### src/rtl/bitmap_column_reader.sv
// Streams a swatch of 256-bit bitmap words from RAM port B to the nozzle drivers,
// one word per column-advance strobe, with wrap-around addressing and overrun flagging.
module bitmap_column_reader #(
    parameter int RD_LAT = 1
) (
    input  logic         clk,
    input  logic         reset,
    input  logic         arm,
    input  logic [11:0]  start_addr,
    input  logic [11:0]  end_addr,
    input  logic         col_adv,
    input  logic         abort,
    output logic [11:0]  addrb,
    input  logic [255:0] dob,
    output logic [255:0] col_data,
    output logic         col_valid,
    output logic         busy,
    output logic         done,
    output logic [12:0]  col_count,
    output logic         overrun,
    output logic [1:0]   dbg_state
);

    // Handshake: arm/col_adv/abort are single-cycle strobes sampled on the rising
    // edge; col_valid is a one-cycle pulse coincident with the new col_data.
    typedef enum logic [1:0] {IDLE = 2'd0, FETCH = 2'd1, READY = 2'd2, DONE = 2'd3} state_t;

    state_t         state, state_nxt;
    logic [11:0]    end_q;
    logic [255:0]   buf_q;
    logic           lat_cnt;
    logic           fetch_done;
    logic           arm_ok;
    logic           deliver;
    logic           last;

    assign fetch_done = (lat_cnt == 1'(RD_LAT - 1));
    assign arm_ok     = arm && !abort && (state == IDLE || state == DONE);
    assign deliver    = col_adv && (state == READY);
    // addrb still names the buffered word while in READY
    assign last       = (addrb == end_q);

    always_ff @(posedge clk or posedge reset) begin
        if (reset) state <= IDLE;
        else       state <= state_nxt;
    end

    always_comb begin
        state_nxt = state;
        case (state)
            IDLE, DONE: if (arm_ok) state_nxt = FETCH;
            FETCH:      if (fetch_done) state_nxt = READY;
            READY:      if (deliver) state_nxt = last ? DONE : FETCH;
            default:    state_nxt = IDLE;
        endcase
        if (abort) state_nxt = IDLE;
    end

    always_comb begin
        busy      = (state == FETCH) || (state == READY);
        done      = (state == DONE);
        dbg_state = state;
    end

    always_ff @(posedge clk or posedge reset) begin
        if (reset) begin
            addrb     <= '0;
            end_q     <= '0;
            buf_q     <= '0;
            lat_cnt   <= 1'b0;
            col_data  <= '0;
            col_valid <= 1'b0;
            col_count <= '0;
            overrun   <= 1'b0;
        end else begin
            col_valid <= deliver;
            if (arm_ok) begin
                end_q     <= end_addr;
                addrb     <= start_addr;
                col_count <= '0;
                overrun   <= 1'b0;
                lat_cnt   <= 1'b0;
            end
            if (state == FETCH) begin
                if (!fetch_done) lat_cnt <= lat_cnt + 1'b1;
                else if (!abort) buf_q <= dob;
                if (col_adv) overrun <= 1'b1;
            end
            if (deliver) begin
                col_data  <= buf_q;
                col_count <= col_count + 13'd1;
                lat_cnt   <= 1'b0;
                if (!last) addrb <= addrb + 12'd1;
            end
        end
    end

endmodule

### config.mk
export PLATFORM = sky130hd
export DESIGN_NAME = bitmap_column_reader
export DESIGN_NICKNAME = d
export VERILOG_FILES = /design/src/rtl/bitmap_column_reader.sv
export SDC_FILE = /design/constraint.sdc
export NUM_CORES = 1
export LEC_CHECK = 0
export ABC_AREA = 1
export BUFFER_PORTS_ARGS = -buffer_cell sky130_fd_sc_hd__buf_2
export CAP_MARGIN = 20
export CORE_AREA = 3 3 220 222
export CTS_BUF_LIST = sky130_fd_sc_hd__clkbuf_16
export CTS_CLUSTER_DIAMETER = 150
export CTS_CLUSTER_SIZE = 14
export DETAILED_ROUTE_END_ITERATION = 7
export DIE_AREA = 0 0 223 225
export PLACE_DENSITY = 0.7
export SYNTH_ARGS = -nofsm -noshare
export SYNTH_HDL_FRONTEND = slang
export SYNTH_SLANG_ARGS = --single-unit
### constraint.sdc
create_clock -name clk -period 44.9 [get_ports clk]
set_input_delay 8.98 -clock clk [delete_from_list [all_inputs] [get_ports clk]]
set_output_delay 8.98 -clock clk [all_outputs]
set_load 0.01 [all_outputs]
==> metrics.md, run 1 <==
| Metric | Value |
|---|---|
| Run status | `completed` |
| Fmax | `86.0 MHz` |
| Clk slew on worst S/H paths | `60 ps` |
| Largest net degree at the start of global routing | `108` |
| CTS buffer count | `45` |
| Drt pass-1 iters | `5` |
| Slew Limit Fails | `0` |
| Initial Util | `45.9%` |
| Post_cts resized | `0` |
| Top Usage Layer GRT | `met2` |
| Hold_buf cts | `0` |
| Die X | `223 um` |
| Async set or reset register ratio after synthesis | `100%` |
| Worst VDD drop | `0.0424 mV` |
| First-pass GRT wire length | `85900 um` |
| Fraction of layout cells with a size suffix above 1 | `34.6%` |
| Area grow syn2layout | `21.4%` |
| Avg Cell Area, Syn | `10.8 um^2` |
| Vias in the first global route | `15900` |
| WL per Instance | `17.5 um` |
| Post-route ant nets | `0` |
| DRT Wirelength | `55000 um` |
| Crit path time final | `11630 ps` |
| Total track usage | `21.4%` |
| Warnings, synthesis | `0` |
| Top post-synthesis cells by area | `dfrtp_1 (65%), nand2_1 (14%), mux2_2 (12%)` |
| CP endpoint kind | `asynchronous set/reset pin` |
| GP Congestion | `0.843` |
| Total Power | `1.77 mW` |
| Leak | `14.2 nW` |
| Number of port buffers | `571` |
| Max-cap viol count | `0` |
| DR iter-0 viols | `1040` |
| Mapped Area | `21400 um^2` |
| Core area | `46600 um^2` |
| Count leader, synth | `nand2_1` |
| Largest fanout on the critical path | `107` |
| Via/cell ratio | `4.95` |
| Worst-Margin Slew | `1100 ps` |
| Clk Latency, worst-skew pair | `570 ps` |
| Layout Nets | `2813` |
| Synth area leader | `dfrtp_1` |
| Pwr/cell area | `68.4 nW/um^2` |
| FP Rows | `79` |
| Startpoint types | `input pin` |
| H-tree depth | `2` |
| Setup bufs post-CTS | `0` |
| Remaining global-route overflow | `0` |
| CP required | `45470 ps` |
| Worst Skew | `18.2 ps` |
| Post-synth EDFFs | `0` |
| Post-synthesis cell count | `1985` |
| Max_slew headroom | `26.6%` |
| Launch point of the worst reg-to-reg path | `dbg_state[1]` |
| Met1 usage | `26.1%` |
| Seq cells post-synth | `554` |
| Syn nets | `2275` |
| Sequential area share after synthesis | `64.9%` |
| Endpoints failing setup | `0` |
| Vias | `15600` |
| Yosys cell types | `33` |
| Top FF cell, synth | `dfrtp_1` |
| IO Count | `572` |
| GR Util met2 | `35.0%` |
| Clk root buf | `clkbuf_16` |
| Drt drc | `0` |
| Worst Setup SP | `reset` |
| Critical path class | `in -> async` |
| DP HPWL | `38000 um` |
| Setup_tns | `0 ps` |
| Total die area | `50200 um^2` |
| Period utilisation layout | `25.9%` |
| Clock Sink Count | `554` |
| HP Start | `buf_q[177]` |
| Initial antenna violation count | `27` |
| RSZ-0062 raised after global routing | `no` |
| Worst Hold Class | `reg -> reg` |
| CTS max path bufs | `3` |
| Hold Vio Cnt, Final | `0` |
| Data arrival, critical path | `12200 ps` |
| CTS tree | `built` |
| Synth cell count leaders | `nand2_1 (809), dfrtp_1 (554), mux2_2 (220)` |
| Height of the die | `225 um` |
| Share of the synthesized area in the top cell type | `64.9%` |
| Met3 Resource Use GR | `7.41%` |
==> metal layers <==
| layer | share of wire, % | up-vias | routed length [um] |
|---|---|---|---|
| met4 | 3.5 | 18 | 1910 |
| met1 | 39 | 7626 | 21500 |
| met2 | 49 | 508 | 26800 |
| li1 | - | 7330 | - |
| met5 | 0.21 | - | 115 |
| met3 | 8.6 | 122 | 4750 |
==> path summary, 6_finish.rpt <==
path / end / cells past startpoint / slack, ps
max in group clk: buf_q[140] / 6 / 33310
worst min register to register: col_data[177] / 2 / 460
worst max register to register: buf_q[140] / 6 / 41120
worst max-delay path: buf_q[233] / 6 / 33270
min in group asynchronous: buf_q[127] / 2 / 8540
worst min-delay path: col_data[177] / 2 / 460
==> report_power, final <==
part,switching (mW),internal (mW),leakage (nW)
sequential,0.128,0.734,6.92
combinational,0.301,0.261,6.66
clock,0.169,0.181,0.578
total,0.598,1.18,14.2
==> flip-flops by register name, summed over array words and instances (netlist names) <==
signal,count
buf_q,256
col_data,256
col_count,13
addrb,12
end_q,12
dbg_state,2
col_valid,1
lat_cnt,1
overrun,1
==> cell families after synthesis <==
kind of cell             synth area share, %
AND/OR/NAND/NOR                         16.0
flip-flops                              64.9
multiplexers                            11.6
buffers and inverters                   3.71
AO/OA/AOI/OAI                           3.04
XOR/XNOR                               0.492
adder cells (fa/ha/maj)                0.293
==> final cells by class <==
| cell class | count | area [um^2] |
|---|---|---|
| flip-flops and latches | 554 | 13900 |
| diodes | 19 | 47.5 |
| clock buffers | 46 | 1150 |
| repair buffers | 588 | 3050 |
| clock inverters | 2 | 25.0 |
| inverters | 83 | 324 |
| multi-input cells | 1251 | 6730 |
| well taps | 607 | 759 |
| fillers | 3998 | 20600 |
==> layout by cell type (no fill, tap or decap), types with 14 or more instances in the layout <==
master / instances
nand2_1: 808
diode_2: 19
buf_4: 14
buf_2: 571
a21oi_1: 41
mux2_2: 220
clkbuf_16: 46
inv_1: 80
o21ai_0: 65
dfrtp_1: 554
nor2_1: 54
==> worst max-delay path, cell delays in order <==
cell and delay (ps):
buf_2 130, inv_8 480, buf_4 790, buf_4 580, buf_16 310, buf_4 750
==> metrics by stage <==
stage	hold WS [ps]	utilization (%)	instance area (um^2)	std cells	setup slack, ps
CTS	461	55.5	25800	3128	32990
global placement	442	52.9	24600	3080	32450
finish	455	55.7	25900	3150	33270
detailed placement	449	52.9	24600	3080	32350
floorplan	436	-	21400	1985	20430
global route	478	55.7	25900	3145	32770
Power figures use the tool's default switching activity.
==> run 2, diff against run 1 <==
--- a/config.mk
+++ b/config.mk
@@ -8,12 +8,12 @@
 export ABC_AREA = 1
 export BUFFER_PORTS_ARGS = -buffer_cell sky130_fd_sc_hd__buf_2
 export CAP_MARGIN = 20
-export CORE_AREA = 3 3 220 222
+export CORE_AREA = 3 3 224 226
 export CTS_BUF_LIST = sky130_fd_sc_hd__clkbuf_16
 export CTS_CLUSTER_DIAMETER = 150
 export CTS_CLUSTER_SIZE = 14
 export DETAILED_ROUTE_END_ITERATION = 7
-export DIE_AREA = 0 0 223 225
+export DIE_AREA = 0 0 227 229
 export PLACE_DENSITY = 0.7
 export SYNTH_ARGS = -nofsm -noshare
 export SYNTH_HDL_FRONTEND = slang
==> constraint.sdc (replaced) <==
create_clock -name clk -period 10.4 [get_ports clk]
set_input_delay 2.08 -clock clk [delete_from_list [all_inputs] [get_ports clk]]
set_output_delay 2.08 -clock clk [all_outputs]
set_load 0.01 [all_outputs]
==> metrics.md, run 2 (synthesized netlist as in run 1, its figures left out) <==
| Metric | Value |
|---|---|
| Worst Hold Class | `reg -> reg` |
| Drt drc | `0` |
| Die X | `227 um` |
| CP required | `10840 ps` |
| H-tree depth | `2` |
| Largest fanout on the critical path | `71` |
| Slew Limit Fails | `0` |
| Startpoint types | `input pin` |
| Crit path time final | `4250 ps` |
| Setup_tns | `0 ps` |
| Via/cell ratio | `4.89` |
| Number of port buffers | `571` |
| Post_cts resized | `0` |
| Data arrival, critical path | `4690 ps` |
| Area grow syn2layout | `21.3%` |
| FP Rows | `81` |
| Total die area | `52000 um^2` |
| Worst-Margin Slew | `1090 ps` |
| Height of the die | `229 um` |
| CTS tree | `built` |
| Most common cell after layout, fill and taps aside | `nand2_1` |
| Core area | `48500 um^2` |
| CP endpoint kind | `flop` |
| Max-cap viol count | `0` |
| IO Count | `572` |
| Pwr/cell area | `295 nW/um^2` |
| Initial Util | `44.0%` |
| CTS max path bufs | `3` |
| CTS buffer count | `45` |
| Endpoints failing setup | `0` |
| Critical path class | `in -> reg` |
| Vias in the first global route | `16000` |
| RSZ-0062 raised after global routing | `no` |
| Clk Latency, worst-skew pair | `580 ps` |
| DRT Wirelength | `54700 um` |
| Layout Nets | `2809` |
| Met1 usage | `25.0%` |
| Period utilisation layout | `40.9%` |
| Most frequent cells in the layout | `nand2_1 (808), buf_2 (571), dfrtp_1 (554), mux2_2 (220), inv_1 (80)` |
| Setup slack after layout | `6150 ps` |
| First-pass GRT wire length | `85700 um` |
| Clock Sink Count | `554` |
| Clk root buf | `clkbuf_16` |
| Max_slew headroom | `27.6%` |
| Leak | `14.1 nW` |
| Largest regs | `buf_q (256), col_data (256), col_count (13)` |
| Vias | `15500` |
| Fraction of layout cells with a size suffix above 1 | `34.5%` |
| Drt pass-1 iters | `5` |
| WL per Instance | `17.3 um` |
| Clk slew on worst S/H paths | `70 ps` |
| DP HPWL | `37800 um` |
| Worst Skew | `21.5 ps` |
| Hold_buf cts | `0` |
| Fmax | `235 MHz` |
| Post-route ant nets | `0` |
| Setup bufs post-CTS | `0` |
| Worst VDD drop | `0.187 mV` |
| Met3 Resource Use GR | `7.63%` |
| Remaining global-route overflow | `0` |
| Total track usage | `20.7%` |
| Largest net degree at the start of global routing | `177` |
| GP Congestion | `0.841` |
| Top Usage Layer GRT | `met2` |
| DR iter-0 viols | `1160` |
| Run status | `completed` |
| Initial antenna violation count | `28` |
| Hold Vio Cnt, Final | `0` |
| Dpl ws | `5580 ps` |
| GR Util met2 | `33.9%` |
run 2: changes by cell type in the layout (fill, tap and decap cells not counted):
cell and delta:
buf_4 -5, diode_2 -2, inv_8 -1, clkinvlp_4 +1
buf_16 -2, buf_12 +3
run 2: metrics by stage:
step           utilization [%]  power [mW]  area (um^2)  std cells  hold slack, ps
5_1_grt                   53.4        8.18        25900       3155             475
2_1_floorplan                -        5.18        21400       1985             436
6_report                  53.4        7.64        25900       3159             458
3_5_place_dp              50.8        6.19        24700       3093             450
4_1_cts                   53.3        7.74        25900       3141             454
3_3_place_gp              50.8        6.07        24700       3093             442
run 2: area by class of cell:
type / count / area [um^2]
Fill cell: 4301 / 22600
Sequential cell: 554 / 13900
Multi-Input combinational cell: 1251 / 6730
Timing Repair Buffer: 584 / 3010
Clock buffer: 46 / 1150
Tap cell: 622 / 778
Inverter: 83 / 320
Antenna cell: 17 / 42.5
Clock inverter: 2 / 25.0
run 2: worst paths after layout:
kind / slack, ps / depth (start not counted) / start / endpoint
worst max-delay path: 6150 / 7 / col_adv / addrb[4]
worst min-delay path: 460 / 2 / buf_q[179] / col_data[179]
worst max register to register: 7040 / 8 / dbg_state[0] / addrb[4]
worst min register to register: 460 / 2 / buf_q[179] / col_data[179]
max in group asynchronous: 6510 / 4 / reset / col_data[54]
min in group asynchronous: 1680 / 2 / reset / col_data[7]
run 2: routing by layer:
layer	vias up	wire, um
met1	7497	21500
met3	120	4990
met4	26	1700
li1	7335	-
met2	480	26300
met5	-	163
run 2: power breakdown:
| group | internal, mW | switching [mW] | total [mW] |
|---|---|---|---|
| logic | 1.13 | 1.29 | 2.42 |
| clock network | 0.782 | 0.722 | 1.50 |
| registers | 3.17 | 0.551 | 3.72 |
| total | 5.08 | 2.57 | 7.64 |
run 2: worst max-delay path, cell delays in order:
cell and delay, ps:
buf_2 150, nand2_4 430, inv_6 620, buf_4 740
nand2_4 320, nand2_1 160, o21ai_2 60
